===== src/rtl/prbs_cfg_sequencer.sv =====
// PRBS configuration sequencer: host-written shadow bank, active bank feeding
// the generator, and an FSM that applies commits either in place or through a
// stop / load / restart sequence when the pattern or bit rate changes.
module prbs_cfg_sequencer #(
   parameter int unsigned STOP_CYCLES = 16,
   parameter int unsigned PN_MAX      = 5
) (
   input  logic        dac_clk,
   input  logic        reset_n,
   input  logic        cfg_wr_en,
   input  logic [2:0]  cfg_addr,
   input  logic [31:0] cfg_wr_data,
   input  logic        cfg_commit,
   input  logic        prbs_valid,
   output logic        cfg_busy,
   output logic        cfg_err,
   output logic        prbs_mode_select,
   output logic [3:0]  prbs_pn_select_reg,
   output logic [31:0] prbs_bit_rate_config_reg,
   output logic [7:0]  prbs_edge_time_config_reg,
   output logic [15:0] prbs_amplitude_config_reg,
   output logic [15:0] prbs_dc_offset_config_reg
);

   // A zero hold time would skip the generator shutdown entirely; use one cycle.
   localparam int unsigned STOP_EFF = (STOP_CYCLES == 0) ? 1 : STOP_CYCLES;
   localparam int unsigned CNT_W    = (STOP_EFF < 2) ? 1 : $clog2(STOP_EFF);
   localparam logic [CNT_W-1:0] CNT_LAST = CNT_W'(STOP_EFF - 1);
   // The LOAD cycle is the last mode-off cycle, so STOP hands over one count early.
   localparam logic [CNT_W-1:0] CNT_PRE  = CNT_W'((STOP_EFF < 2) ? 0 : STOP_EFF - 2);
   localparam logic [9:0] TMO_LAST = 10'd1023;

   localparam logic [3:0]  RST_PN   = 4'd0;
   localparam logic [31:0] RST_RATE = 32'h1000_0000;
   localparam logic [7:0]  RST_EDGE = 8'd5;
   localparam logic [15:0] RST_AMP  = 16'h8000;
   localparam logic [15:0] RST_OFF  = 16'h0000;

   typedef enum logic [2:0] {S_IDLE, S_RUN, S_STOP, S_LOAD, S_START} state_t;

   state_t            state_q, state_d;
   logic              mode_q, mode_d;
   logic              busy_q, busy_d;
   logic              err_q, err_d;
   logic              reload_q, reload_d;
   logic [CNT_W-1:0]  stop_cnt_q, stop_cnt_d;
   logic [9:0]        tmo_q, tmo_d;

   logic [3:0]  sh_pn_q, sh_pn_d, act_pn_q, act_pn_d;
   logic [31:0] sh_rate_q, sh_rate_d, act_rate_q, act_rate_d;
   logic [7:0]  sh_edge_q, sh_edge_d, act_edge_q, act_edge_d;
   logic [15:0] sh_amp_q, sh_amp_d, act_amp_q, act_amp_d;
   logic [15:0] sh_off_q, sh_off_d, act_off_q, act_off_d;
   logic        sh_run_q, sh_run_d;

   logic wr_bad;
   logic commit_ok;
   logic disruptive;
   logic load_now;

   // Saturating stop-counter increment: the counter holds at its last value.
   function automatic logic [CNT_W-1:0] cnt_sat_inc(input logic [CNT_W-1:0] c);
      return (c >= CNT_LAST) ? c : c + CNT_W'(1);
   endfunction

   // Host writes into the shadow bank; illegal pn codes and addresses are rejected.
   always_comb begin
      sh_pn_d   = sh_pn_q;
      sh_rate_d = sh_rate_q;
      sh_edge_d = sh_edge_q;
      sh_amp_d  = sh_amp_q;
      sh_off_d  = sh_off_q;
      sh_run_d  = sh_run_q;
      wr_bad    = 1'b0;
      if (cfg_wr_en) begin
         case (cfg_addr)
            3'd0: begin
               if ({28'd0, cfg_wr_data[3:0]} > PN_MAX) wr_bad = 1'b1;
               else                                    sh_pn_d = cfg_wr_data[3:0];
            end
            3'd1:    sh_rate_d = cfg_wr_data;
            3'd2:    sh_edge_d = cfg_wr_data[7:0];
            3'd3:    sh_amp_d  = cfg_wr_data[15:0];
            3'd4:    sh_off_d  = cfg_wr_data[15:0];
            3'd5:    sh_run_d  = cfg_wr_data[0];
            default: wr_bad    = 1'b1;
         endcase
      end
   end

   // Sequencer next-state logic; decisions use post-write shadow values.
   always_comb begin
      state_d    = state_q;
      mode_d     = mode_q;
      busy_d     = busy_q;
      reload_d   = reload_q;
      stop_cnt_d = stop_cnt_q;
      tmo_d      = tmo_q;
      load_now   = 1'b0;
      commit_ok  = cfg_commit && !busy_q;
      err_d      = wr_bad || (cfg_commit && busy_q);
      disruptive = (sh_pn_d != act_pn_q) || (sh_rate_d != act_rate_q);

      case (state_q)
         S_IDLE: begin
            mode_d = 1'b0;
            if (commit_ok) begin
               state_d  = S_LOAD;
               busy_d   = 1'b1;
               load_now = 1'b1;
            end else if (sh_run_d) begin
               state_d = S_START;
               mode_d  = 1'b1;
               tmo_d   = 10'd0;
            end
         end
         S_RUN: begin
            mode_d = 1'b1;
            busy_d = 1'b0;
            if (commit_ok && disruptive) begin
               busy_d     = 1'b1;
               reload_d   = 1'b1;
               mode_d     = 1'b0;
               stop_cnt_d = '0;
               if (STOP_EFF == 1) begin
                  state_d  = S_LOAD;
                  load_now = 1'b1;
               end else begin
                  state_d = S_STOP;
               end
            end else if (commit_ok) begin
               busy_d   = 1'b1;
               load_now = 1'b1;
            end else if (!sh_run_d) begin
               reload_d   = 1'b0;
               mode_d     = 1'b0;
               stop_cnt_d = '0;
               state_d    = S_STOP;
            end
         end
         S_STOP: begin
            mode_d = 1'b0;
            if (commit_ok) begin
               reload_d = 1'b1;
               busy_d   = 1'b1;
            end
            if (reload_d && (stop_cnt_q >= CNT_PRE)) begin
               state_d    = S_LOAD;
               stop_cnt_d = cnt_sat_inc(stop_cnt_q);
               load_now   = 1'b1;
            end else if (!reload_d && (stop_cnt_q >= CNT_LAST)) begin
               state_d = S_IDLE;
               busy_d  = 1'b0;
            end else begin
               stop_cnt_d = cnt_sat_inc(stop_cnt_q);
            end
         end
         S_LOAD: begin
            reload_d = 1'b0;
            if (sh_run_d) begin
               state_d = S_START;
               mode_d  = 1'b1;
               tmo_d   = 10'd0;
            end else begin
               state_d = S_IDLE;
               mode_d  = 1'b0;
               busy_d  = 1'b0;
            end
         end
         S_START: begin
            mode_d = 1'b1;
            if (!sh_run_d) begin
               state_d = S_IDLE;
               mode_d  = 1'b0;
               busy_d  = 1'b0;
            end else if (commit_ok) begin
               state_d  = S_LOAD;
               mode_d   = 1'b0;
               busy_d   = 1'b1;
               load_now = 1'b1;
            end else if (prbs_valid) begin
               state_d = S_RUN;
               busy_d  = 1'b0;
            end else if (tmo_q == TMO_LAST) begin
               state_d = S_RUN;
               busy_d  = 1'b0;
               err_d   = 1'b1;
            end else begin
               tmo_d = tmo_q + 10'd1;
            end
         end
         default: begin
            state_d = S_IDLE;
            mode_d  = 1'b0;
            busy_d  = 1'b0;
         end
      endcase

      act_pn_d   = act_pn_q;
      act_rate_d = act_rate_q;
      act_edge_d = act_edge_q;
      act_amp_d  = act_amp_q;
      act_off_d  = act_off_q;
      if (load_now) begin
         act_pn_d   = sh_pn_d;
         act_rate_d = sh_rate_d;
         act_edge_d = sh_edge_d;
         act_amp_d  = sh_amp_d;
         act_off_d  = sh_off_d;
      end
   end

   // State, banks and registered outputs; reset restores both banks identically.
   always_ff @(posedge dac_clk) begin
      if (!reset_n) begin
         state_q    <= S_IDLE;
         mode_q     <= 1'b0;
         busy_q     <= 1'b0;
         err_q      <= 1'b0;
         reload_q   <= 1'b0;
         stop_cnt_q <= '0;
         tmo_q      <= 10'd0;
         sh_pn_q    <= RST_PN;
         sh_rate_q  <= RST_RATE;
         sh_edge_q  <= RST_EDGE;
         sh_amp_q   <= RST_AMP;
         sh_off_q   <= RST_OFF;
         sh_run_q   <= 1'b0;
         act_pn_q   <= RST_PN;
         act_rate_q <= RST_RATE;
         act_edge_q <= RST_EDGE;
         act_amp_q  <= RST_AMP;
         act_off_q  <= RST_OFF;
      end else begin
         state_q    <= state_d;
         mode_q     <= mode_d;
         busy_q     <= busy_d;
         err_q      <= err_d;
         reload_q   <= reload_d;
         stop_cnt_q <= stop_cnt_d;
         tmo_q      <= tmo_d;
         sh_pn_q    <= sh_pn_d;
         sh_rate_q  <= sh_rate_d;
         sh_edge_q  <= sh_edge_d;
         sh_amp_q   <= sh_amp_d;
         sh_off_q   <= sh_off_d;
         sh_run_q   <= sh_run_d;
         act_pn_q   <= act_pn_d;
         act_rate_q <= act_rate_d;
         act_edge_q <= act_edge_d;
         act_amp_q  <= act_amp_d;
         act_off_q  <= act_off_d;
      end
   end

   assign cfg_busy                  = busy_q;
   assign cfg_err                   = err_q;
   assign prbs_mode_select          = mode_q;
   assign prbs_pn_select_reg        = act_pn_q;
   assign prbs_bit_rate_config_reg  = act_rate_q;
   assign prbs_edge_time_config_reg = act_edge_q;
   assign prbs_amplitude_config_reg = act_amp_q;
   assign prbs_dc_offset_config_reg = act_off_q;

endmodule

===== config.mk =====
export PLATFORM = sky130hd
export DESIGN_NAME = prbs_cfg_sequencer
export DESIGN_NICKNAME = d
export VERILOG_FILES = /design/src/rtl/prbs_cfg_sequencer.sv
export SDC_FILE = /design/constraint.sdc
export NUM_CORES = 1
export LEC_CHECK = 0
export ABC_AREA = 1
export CORE_UTILIZATION = 49
export DETAILED_ROUTE_END_ITERATION = 10
export HOLD_SLACK_MARGIN = 0.03
export PLACE_DENSITY = 0.77
export SKIP_LAST_GASP = 1
export SLEW_MARGIN = 10
export SYNTH_ARGS = -nofsm -noshare
export SYNTH_HDL_FRONTEND = slang
export SYNTH_SLANG_ARGS = --single-unit

===== constraint.sdc =====
create_clock -name dac_clk -period 2.8 [get_ports dac_clk]
set_input_delay 0.84 -clock dac_clk [delete_from_list [all_inputs] [get_ports dac_clk]]
set_output_delay 0.84 -clock dac_clk [all_outputs]
set_load 0.05 [all_outputs]

==> impl_metrics.yaml <==
outcome:
  status: "complete, but fails checks"
  violations: "setup timing"
min_path:
  holdCritStartpoint: "sh_edge_q[0]$_SDFF_PN1_"
  hold_depth: 2
  hp-class: "flop to flop"
  min_to: "sh_edge_q[0]$_SDFF_PN1_"
finish:
  finalNonFillerCells: 1515
  antenna-diode-count: 0
  fin_util_pct: 73.9
  fin_nets: 1334
  areaGrowthSynthToFinish_pct: 46.3
  final_area_sq_um: 11300
  drive_above_1_share_pct: 22.3
floorplan:
  die_h_um: 127
  fp.dieW_um: 127
  dieArea_sq_um: 16200
  core_sq_um: 15300
  ios: 119
  num_rows: 45
  start_util_pct: 50.5
routing:
  wire_per_inst_um: 16.3
  first_pass_iters: 8
  drcViolationCount: 0
  vias: 8061
  routed_wl_mm: 24.6
  wl_met2_mm: 11.8
  routed.top_layer: "met5"
  routed-wl-met3_mm: 1.93
  wl_met1_mm: 9.97
  ant_nets: 0
  drt_iter0_markers: 788
  via_per_inst: 5.32
global_route:
  grt_overflow: 0
  grt_pass1_wl_mm: 34.9
  grt_max_degree: 63
  grt_pass1_vias: 7105
  antenna_found_initial: 1
  track_usage_pct: 27.5
pwr:
  internal-power_mw: 6.06
  seq_power_share_pct: 31.5
  p_leak_nw: 4.95
  pwr-share-clk_pct: 25.5
  ir_drop_mv: 0.719
  power_mw: 10.1
  pwr-share-comb_pct: 43.0
  power_density_nw_per_um2: 899
  switching_power_mw: 4.08
  switching_share_pct: 40.2
job:
  drv_cap: 0
logic_synthesis:
  syn_nets: 1111
  syn_avg_cell_area_sq_um: 7.22
  ys_seq_elements: 174
  synthTopCellsByArea: "dfxtp_1 (45%), nand2_1 (12%), nor2_1 (8.7%)"
  yosys_warnings: 0
  ys_types: 33
  synth_largest_area_cell: "dfxtp_1"
  synth.top_cell.area_share_pct: 45.2
  synthCells: 1068
  synthFlopType: "dfxtp_1"
  synth-edff-count: 0
  yosysSeqAreaShare_pct: 45.2
  syn_area_sq_um: 7710
  synthArstFlopShare_pct: 0
timing:
  setup_viol: 38
  hold_violations: 0
  slew_headroom_pct: 61.2
  min_period_ns: 2.92
  fin_crit_sh_pct: 104
  fmax_mhz: 343
  slew_viol_final: 0
  fin_skew_ns: 0.0104
  fin_hold_ws_ns: 0.454
  worst_slack_ns: -0.118
  fin_tns_setup_ns: -0.901
  rsz0062_at_grt: "true"
  worst_pin_slew_ns: 0.580
cts:
  clock_path_buffers: 2
  clk-insertion-delay-late_ns: 0.43
  clock_sinks: 174
  clockRootBuffer: "clkbuf_16"
  path_clk_slew_ns: 0.07
  holdBufCountCts: 0
  htreeDepth: 4
  cts_tree: "yes"
  cts_made_buffers: 17
setup_path:
  crit_path_end_kind: "flop"
  worstPathCellList: "buf_8 > nor2_4 > nand2_8 > clkbuf_16 > nand2_2 > nand3_1 > nand2_1 > nand2_1 > nor2_2 > nand2_1 > nor2_2 > nand4_1 > nand2_4 > buf_12 > clkbuf_16 > o21ai_0 > a21oi_1"
  critPathBufInv: 4
  required_ns: 3.15
  worst_r2r_startpoint: "sh_rate_q[19]$_SDFF_PN0_"
  cp-start-kind: "primary input"
  r2r_cells: 15
  critPathSlowestCell: "nor2_4"
  cp.arrival_ns: 3.27
  cp_top_family: "simple AND/OR/NAND/NOR gates"
  ff2ff_setup_slack_ns: 0.63
  r2r_end: "prbs_bit_rate_config_reg[24]$_SDFFE_PN0P_"
  path_common_cell: "nand2_1"
  critPathKind: "primary input to flop"
  crit_fanout: 11
  critPathMaxStageDelay_ns: 0.24
place:
  place_area_sq_um: 9760
  place_congestion: 0.840
  io_buffers: 118
  dp_slack_ns: -0.918
  dp_hpwl_mm: 14.4
  dp.cells: 1446
-- cells in the mapped netlist (3+ instances only) --
cell type,instances
buf_2,11
nor3_1,5
a21oi_1,74
inv_1,130
nor2_4,4
mux2i_1,5
o211ai_1,6
dfxtp_1,174
a211oi_2,35
nand2_1,240
buf_4,5
buf_6,7
inv_2,4
or2_2,3
o21ai_0,58
nor2_1,179
ha_1,3
nand3b_1,7
a211oi_1,3
nor3_2,3
clkbuf_1,23
nand3_1,67
o21ai_1,6
-- tightest hold or removal path, stage by stage (launching register included) --
cell and delay [ns]:
dfxtp_1 0.31, a21oi_1 0.07, nand2_1 0.05
-- power groups by stage --
stage               Combinational (mW)  Sequential, mW  Clock (mW)
global placement                  3.59            3.21           0
floorplan                         1.44            4.25           0
CTS                               4.04            3.17        2.59
finish                            4.36            3.20        2.58
global route                      4.58            3.23        2.71
detailed placement                3.65            3.22           0
-- final cells by class --
class	count	area, sq um
fillers	1030	3980
multi-input cells	712	3750
flip-flops and latches	174	3480
repair buffers	251	2630
inverters	135	514
clock buffers	18	439
well taps	211	264
clock inverters	14	201
-- cells in the final DEF (no fill, tap or decap), types with 3 or more instances in the layout --
| cell type | count |
|---|---|
| nand2_2 | 35 |
| nand2_4 | 11 |
| o211ai_1 | 6 |
| nand3b_1 | 7 |
| buf_4 | 100 |
| nor2_4 | 6 |
| buf_8 | 3 |
| nor3_1 | 4 |
| o21ai_0 | 57 |
| buf_12 | 16 |
| nor2_2 | 9 |
| inv_6 | 4 |
| clkbuf_16 | 25 |
| clkinv_2 | 3 |
| a211oi_1 | 3 |
| inv_4 | 3 |
| bufinv_16 | 4 |
| mux2i_1 | 5 |
| clkdlybuf4s50_1 | 111 |
| nand3_1 | 64 |
| dfxtp_1 | 174 |
| dlygate4sd2_1 | 3 |
| a211oi_2 | 35 |
| ha_1 | 3 |
| buf_16 | 4 |
| buf_6 | 5 |
| or2_2 | 3 |
| nor2_1 | 168 |
| a21oi_1 | 73 |
| inv_1 | 123 |
| o21ai_1 | 5 |
| nor3_4 | 3 |
| inv_2 | 8 |
| nand3_2 | 3 |
| nand2_1 | 195 |
-- what timing repair did --
item / 4_1_cts / 5_1_grt
buffers inserted: 15 / 12
pin swaps: 14 / 30
gates resized for setup: 45 / 93
setup endpoints to repair: 86 / 84
gates cloned: 6 / 8
-- worst max-delay path by stage --
stage                                                     end  cells after the start        start  slack [ns]
floorplan           prbs_amplitude_config_reg[0]$_SDFFE_PN0P_                     18  cfg_addr[0]        0.14
global placement    prbs_amplitude_config_reg[2]$_SDFFE_PN0P_                     18  cfg_addr[2]       -0.79
detailed placement   prbs_bit_rate_config_reg[3]$_SDFFE_PN0P_                     18  cfg_addr[2]       -0.92
CTS                  prbs_bit_rate_config_reg[3]$_SDFFE_PN0P_                     19  cfg_addr[0]       0.006
global route        prbs_bit_rate_config_reg[24]$_SDFFE_PN0P_                     18    cfg_wr_en       -0.21
finish              prbs_bit_rate_config_reg[24]$_SDFFE_PN0P_                     17  cfg_addr[2]       -0.12
-- kinds of logic after synthesis --
| logic type | count (synthesis) | synth area share (%) |
|---|---|---|
| compound gates | 190 | 16.2 |
| xor+xnor | 2 | 0.227 |
| fa+ha+maj | 3 | 0.487 |
| buf+inv | 183 | 10.0 |
| flops | 174 | 45.2 |
| mux | 5 | 0.649 |
| simple gates | 511 | 27.2 |
-- routing by layer --
metal | vias to the layer above | global-route usage [%]
met2 | 399 | 46.7
met3 | 77 | 5.28
met4 | 2 | 10.7
met1 | 3721 | 34.4
li1 | 3862 | -
met5 | - | 0
Note: power is estimated with default switching activity, not from simulation.
==> edit 1, RTL diff (same settings) <==
`STOP_CYCLES`: 16 -> 32.
--- a/src/rtl/prbs_cfg_sequencer.sv
+++ b/src/rtl/prbs_cfg_sequencer.sv
@@ -3,5 +3,5 @@
 // stop / load / restart sequence when the pattern or bit rate changes.
 module prbs_cfg_sequencer #(
-   parameter int unsigned STOP_CYCLES = 16,
+   parameter int unsigned STOP_CYCLES = 32,
    parameter int unsigned PN_MAX      = 5
 ) (
Formal check against the unedited RTL: no difference found for any inputs over 4 cycles, from zero or initial values and one cycle with reset_n low; that may be too few to reach the edited logic, so the function may still have changed.
==> edit 1 against the original RTL <==
Area after synthesis grew 3.5%; global-route usage up 0.95 points; utilization shrank 2.8 points; power rose by 2.4%; sequential cell count rose by 1; die area grew 3.4%; routed wire length down 1.8%; critical path depth increased by 1; final area grew 0.20%; worst setup slack gained 150 ps.
==> edit 1: results <==
metrics = {
    "clocking": {
        "post_cts_buffers": 6,
        "cts_resized": 27,
    },
    "critical_path": {
        "slowest_delay_ps": 210,
        "cp_max_fo": 21,
        "slowest_stage": "a211oi_1",
        "startpoint": "cfg_wr_en",
        "worstReg2RegStart": "stop_cnt_q[0]",
    },
    "finish": {
        "clk_share_pct": 5.40,
        "nNonClkBuffers": 246,
        "fin_nets": 1415,
        "drive_gt1_share_pct": 17.2,
        "fin_util_pct": 71.1,
        "inverters": 124,
        "n_clock_buffer": 19,
        "layout.cells.non_filler": 1600,
        "final.fill_count": 1220,
        "sh_seq_area_pct": 31.0,
    },
    "placement": {
        "gp_congestion": 0.852,
        "dp.cells": 1548,
        "place_ws_ps": -892,
        "placed_area_sq_um": 10200,
        "dp_hpwl_um": 15600,
    },
    "routing": {
        "wl_met1_um": 10400,
        "finalWirelength_um": 24200,
        "drt_iter0_drc": 791,
        "drtPass1Iterations": 5,
        "top_layer": "met4",
        "wl_met2_um": 11300,
    },
    "synthesis": {
        "syn_area_per_cell_sq_um": 6.92,
        "syn_nets": 1198,
        "synth_compound_area_share_pct": 14.6,
        "ys_ff_latch": 175,
        "ys_seq_area_share_pct": 43.9,
        "synthXorXnorAreaFrac_pct": 0.439,
        "synth_mux_area_share_pct": 0,
        "synth_cell_types": 37,
        "synth_area_leaders": "dfxtp_1, nand2_1, nor2_1",
    },
    "global_routing": {
        "grt_start_max_net_pins": 64,
        "use_met2_pct": 47.1,
        "use_met3_pct": 5.33,
        "grt_pass1_wl_um": 37400,
        "grt_util_met1_pct": 36.6,
        "grt_pass1_vias": 7721,
    },
    "power": {
        "leakage_nw": 4.97,
        "power.switching_mw": 4.37,
        "pg_clk_mw": 2.48,
    },
    "floorplanning": {
        "core_region_area_sq_um": 15900,
    },
    "run_status": {
        "status": "finished clean",
    },
    "timing": {
        "worst_hold_slack_ps": 453,
    },
}
[edit 1: changes by cell type after synthesis, sizes merged, moves of 5 or more]
cell,unedited run,this run
nand2,242,292
nand3,67,88
nor2,183,197
inv,134,123
nand3b,7,14
mux2i,5,0
nand4,1,6
[edit 1: kinds of logic after synthesis]
kind of cell / Yosys count
flops: 175
buf+inv: 173
simple gates: 607
compound gates: 191
xor+xnor: 4
fa+ha+maj: 4
[edit 1: critical path: cells and delay by family]
family                 cells  cell delay (ps)
AOI/OAI and AO/OA          1              210
buffers and inverters      5              680
and+or+nand+nor           12             1360
[edit 1: path summary, 6_finish.rpt]
kind	cells past startpoint	endpoint
setup / recovery	18	prbs_dc_offset_config_reg[4]
hold / removal	2	tmo_q[9]
setup reg to reg	12	prbs_bit_rate_config_reg[4]
hold reg to reg	2	tmo_q[9]
==> edit 2, RTL diff (same flow settings) <==
Made on the original files. Register the output `prbs_bit_rate_config_reg` once more; this adds one clock of latency there. The other outputs are not delayed to match.
--- a/src/rtl/prbs_cfg_sequencer.sv
+++ b/src/rtl/prbs_cfg_sequencer.sv
@@ -258,5 +258,7 @@
    assign prbs_mode_select          = mode_q;
    assign prbs_pn_select_reg        = act_pn_q;
-   assign prbs_bit_rate_config_reg  = act_rate_q;
+   always_ff @(posedge dac_clk) begin
+      prbs_bit_rate_config_reg <= act_rate_q;
+   end
    assign prbs_edge_time_config_reg = act_edge_q;
    assign prbs_amplitude_config_reg = act_amp_q;
Function: changed (a bounded check fails within 4 cycles, from zero or initial values and one cycle with reset_n low).
==> edit 2 against the original RTL <==
The flow still finishes with violations (negative setup slack); worst setup slack got worse by 32 ps; sequential cell count rose by 32; clock skew rose by 19 ps; critical path type unchanged; area after synthesis is 10% higher; power grew 12%; final area is 8.8% higher; clock power rose by 12%; routed wire length increased by 13%; via count grew 6.7%; sequential share of layout area rose by 2.7 points.
==> edit 2: results <==
metrics = {
    "synthesis": {
        "syn_area_per_cell_sq_um": 7.77,
        "syn_nets": 1137,
        "async_reset_ff_share_pct": 0,
        "ys_seq_area_share_pct": 48.5,
        "synth_cell_types": 37,
        "yosysWarnings": 0,
        "dominantRegCellSynth": "dfxtp_1",
        "synth_area_leaders": "dfxtp_1, nand2_1, nor2_1",
        "synth_commonest_cells": "nand2_1, dfxtp_1, nor2_1, inv_1, nand3_1",
    },
    "global_routing": {
        "grt_antenna_before_repair": 0,
        "grt_start_max_net_pins": 72,
        "grt_pass1_vias": 7829,
        "grt_pass1_wl_um": 38900,
        "track_usage_pct": 27.4,
    },
    "clocking": {
        "root_buffer": "clkbuf_16",
        "max-clock-path-buffers": 3,
        "cts_made_buffers": 22,
        "clk_latency_ps": 520,
        "htreeDepth": 1,
        "clk_pin_slew_ps": 60,
    },
    "worst_hold_path": {
        "hp-start": "act_rate_q[20]",
        "hp-class": "flip-flop to flip-flop",
        "min_to": "prbs_bit_rate_config_reg[20]",
        "whs_path_depth": 0,
    },
    "placement": {
        "dp_hpwl_um": 15200,
        "dp.cells": 1484,
        "gp_congestion": 0.951,
        "portBuffers": 118,
    },
    "critical_path": {
        "cp_max_fo": 8,
        "r2r_end": "prbs_amplitude_config_reg[10]",
        "reg2reg_depth": 14,
        "worstReg2RegStart": "state_q[1]",
        "reg2reg_setup_slack_ps": 490,
        "cp.arrival_ps": 3320,
    },
    "timing": {
        "fin_skew_ps": 29.6,
        "slew_headroom_pct": 64.7,
        "setup_violations": 78,
        "worst_slack_ps": -150,
    },
    "run_status": {
        "violations": "negative setup slack",
        "status": "complete, but fails checks",
    },
    "routing": {
        "finalWirelength_um": 27900,
        "drtPass1Iterations": 6,
        "routedWlPerCell_um": 17.9,
        "drt_iter0_drc": 682,
        "vias_per_cell": 5.51,
    },
    "power": {
        "peakVddDrop_mv": 0.755,
        "leakage_nw": 5.29,
    },
    "finish": {
        "final.fill_count": 1133,
        "antennaDiodeCount": 0,
        "drive_gt1_share_pct": 23.2,
        "fin_nets": 1371,
    },
}
-- edit 2: repair_timing --
action,4_1_cts,5_1_grt
cloned,9,9
endpoints found under the setup margin,82,83
buffers inserted,14,10
resized for setup,34,89
pin swaps,6,46
-- edit 2: layout make-up --
class / instances / area [sq um] / area share (%)
clock buffers: 33 / 663 / 5.40
clock inverters: 5 / 50.0 / 0.408
inverters: 134 / 505 / 4.12
multi-input cells: 706 / 3800 / 31.0
flip-flops and latches: 206 / 4120 / 33.6
well taps: 220 / 275 / 2.24
repair buffers: 258 / 2850 / 23.2
-- edit 2: how the worst max path moves through the flow --
stage / startpoint / endpoint / slack (ps) / cells past startpoint
2_1_floorplan: cfg_addr[0] / act_rate_q[0] / 200 / 16
3_3_place_gp: cfg_addr[1] / stop_cnt_q[1] / -660 / 21
3_5_place_dp: cfg_addr[1] / act_rate_q[3] / -760 / 18
4_1_cts: cfg_wr_en / act_rate_q[5] / 10 / 20
5_1_grt: cfg_addr[0] / prbs_dc_offset_config_reg[2] / -230 / 20
6_report: cfg_addr[0] / prbs_amplitude_config_reg[10] / -150 / 20
-- edit 2: logic make-up (layout without fill, tap and decap cells) --
family / count (synthesis) / count (layout) / synth area share [%]
adder cells (fa/ha/maj): 3 / 3 / 0.442
AO/OA/AOI/OAI: 170 / 170 / 15.3
flip-flops: 206 / 206 / 48.5
buffers and inverters: 183 / 430 / 9.58
multiplexers: 6 / 6 / 0.707
XOR/XNOR: 4 / 4 / 0.412
AND/OR/NAND/NOR: 522 / 523 / 25.1
-- edit 2: critical path, stage by stage --
cell and delay [ps]:
buf_2 130, inv_2 60, nor2_4 190, nand2_8 160
buf_12 190, nand2_4 60, nand2_2 60, nand2_1 70
nand2_1 90, inv_1 90, nand2_1 60, nor2_1 110
nand2_1 100, nor2_2 140, nand4_1 210, nand2_4 210
buf_12 180, buf_12 140, clkbuf_16 140, a211oi_2 50
-- edit 2: layer usage --
layer,wire (um),GRT usage [%]
met5,0,0
met3,2320,4.57
met1,10500,34.0
met4,1770,11.1
met2,13400,47.1
-- edit 2: per-stage QoR --
stage / worst slack, ps / hold slack, ps / cell area (sq um) / utilization (%) / TNS, ps
6_report: -150 / 389 / 12300 / 73.2 / -6720
5_1_grt: -227 / 398 / 12300 / 73.2 / -13560
4_1_cts: 9.64 / 384 / 11800 / 70.1 / 0
3_5_place_dp: -756 / 375 / 10600 / 63.1 / -57670
3_3_place_gp: -658 / 374 / 10600 / 63.1 / -51660
2_1_floorplan: 203 / 356 / 8500 / - / 0
-- edit 2: where the power goes --
| part | switching [mW] | internal, mW |
|---|---|---|
| clock network | 1.18 | 1.72 |
| registers | 0.419 | 3.47 |
| logic | 2.82 | 1.79 |
| total | 4.42 | 6.99 |
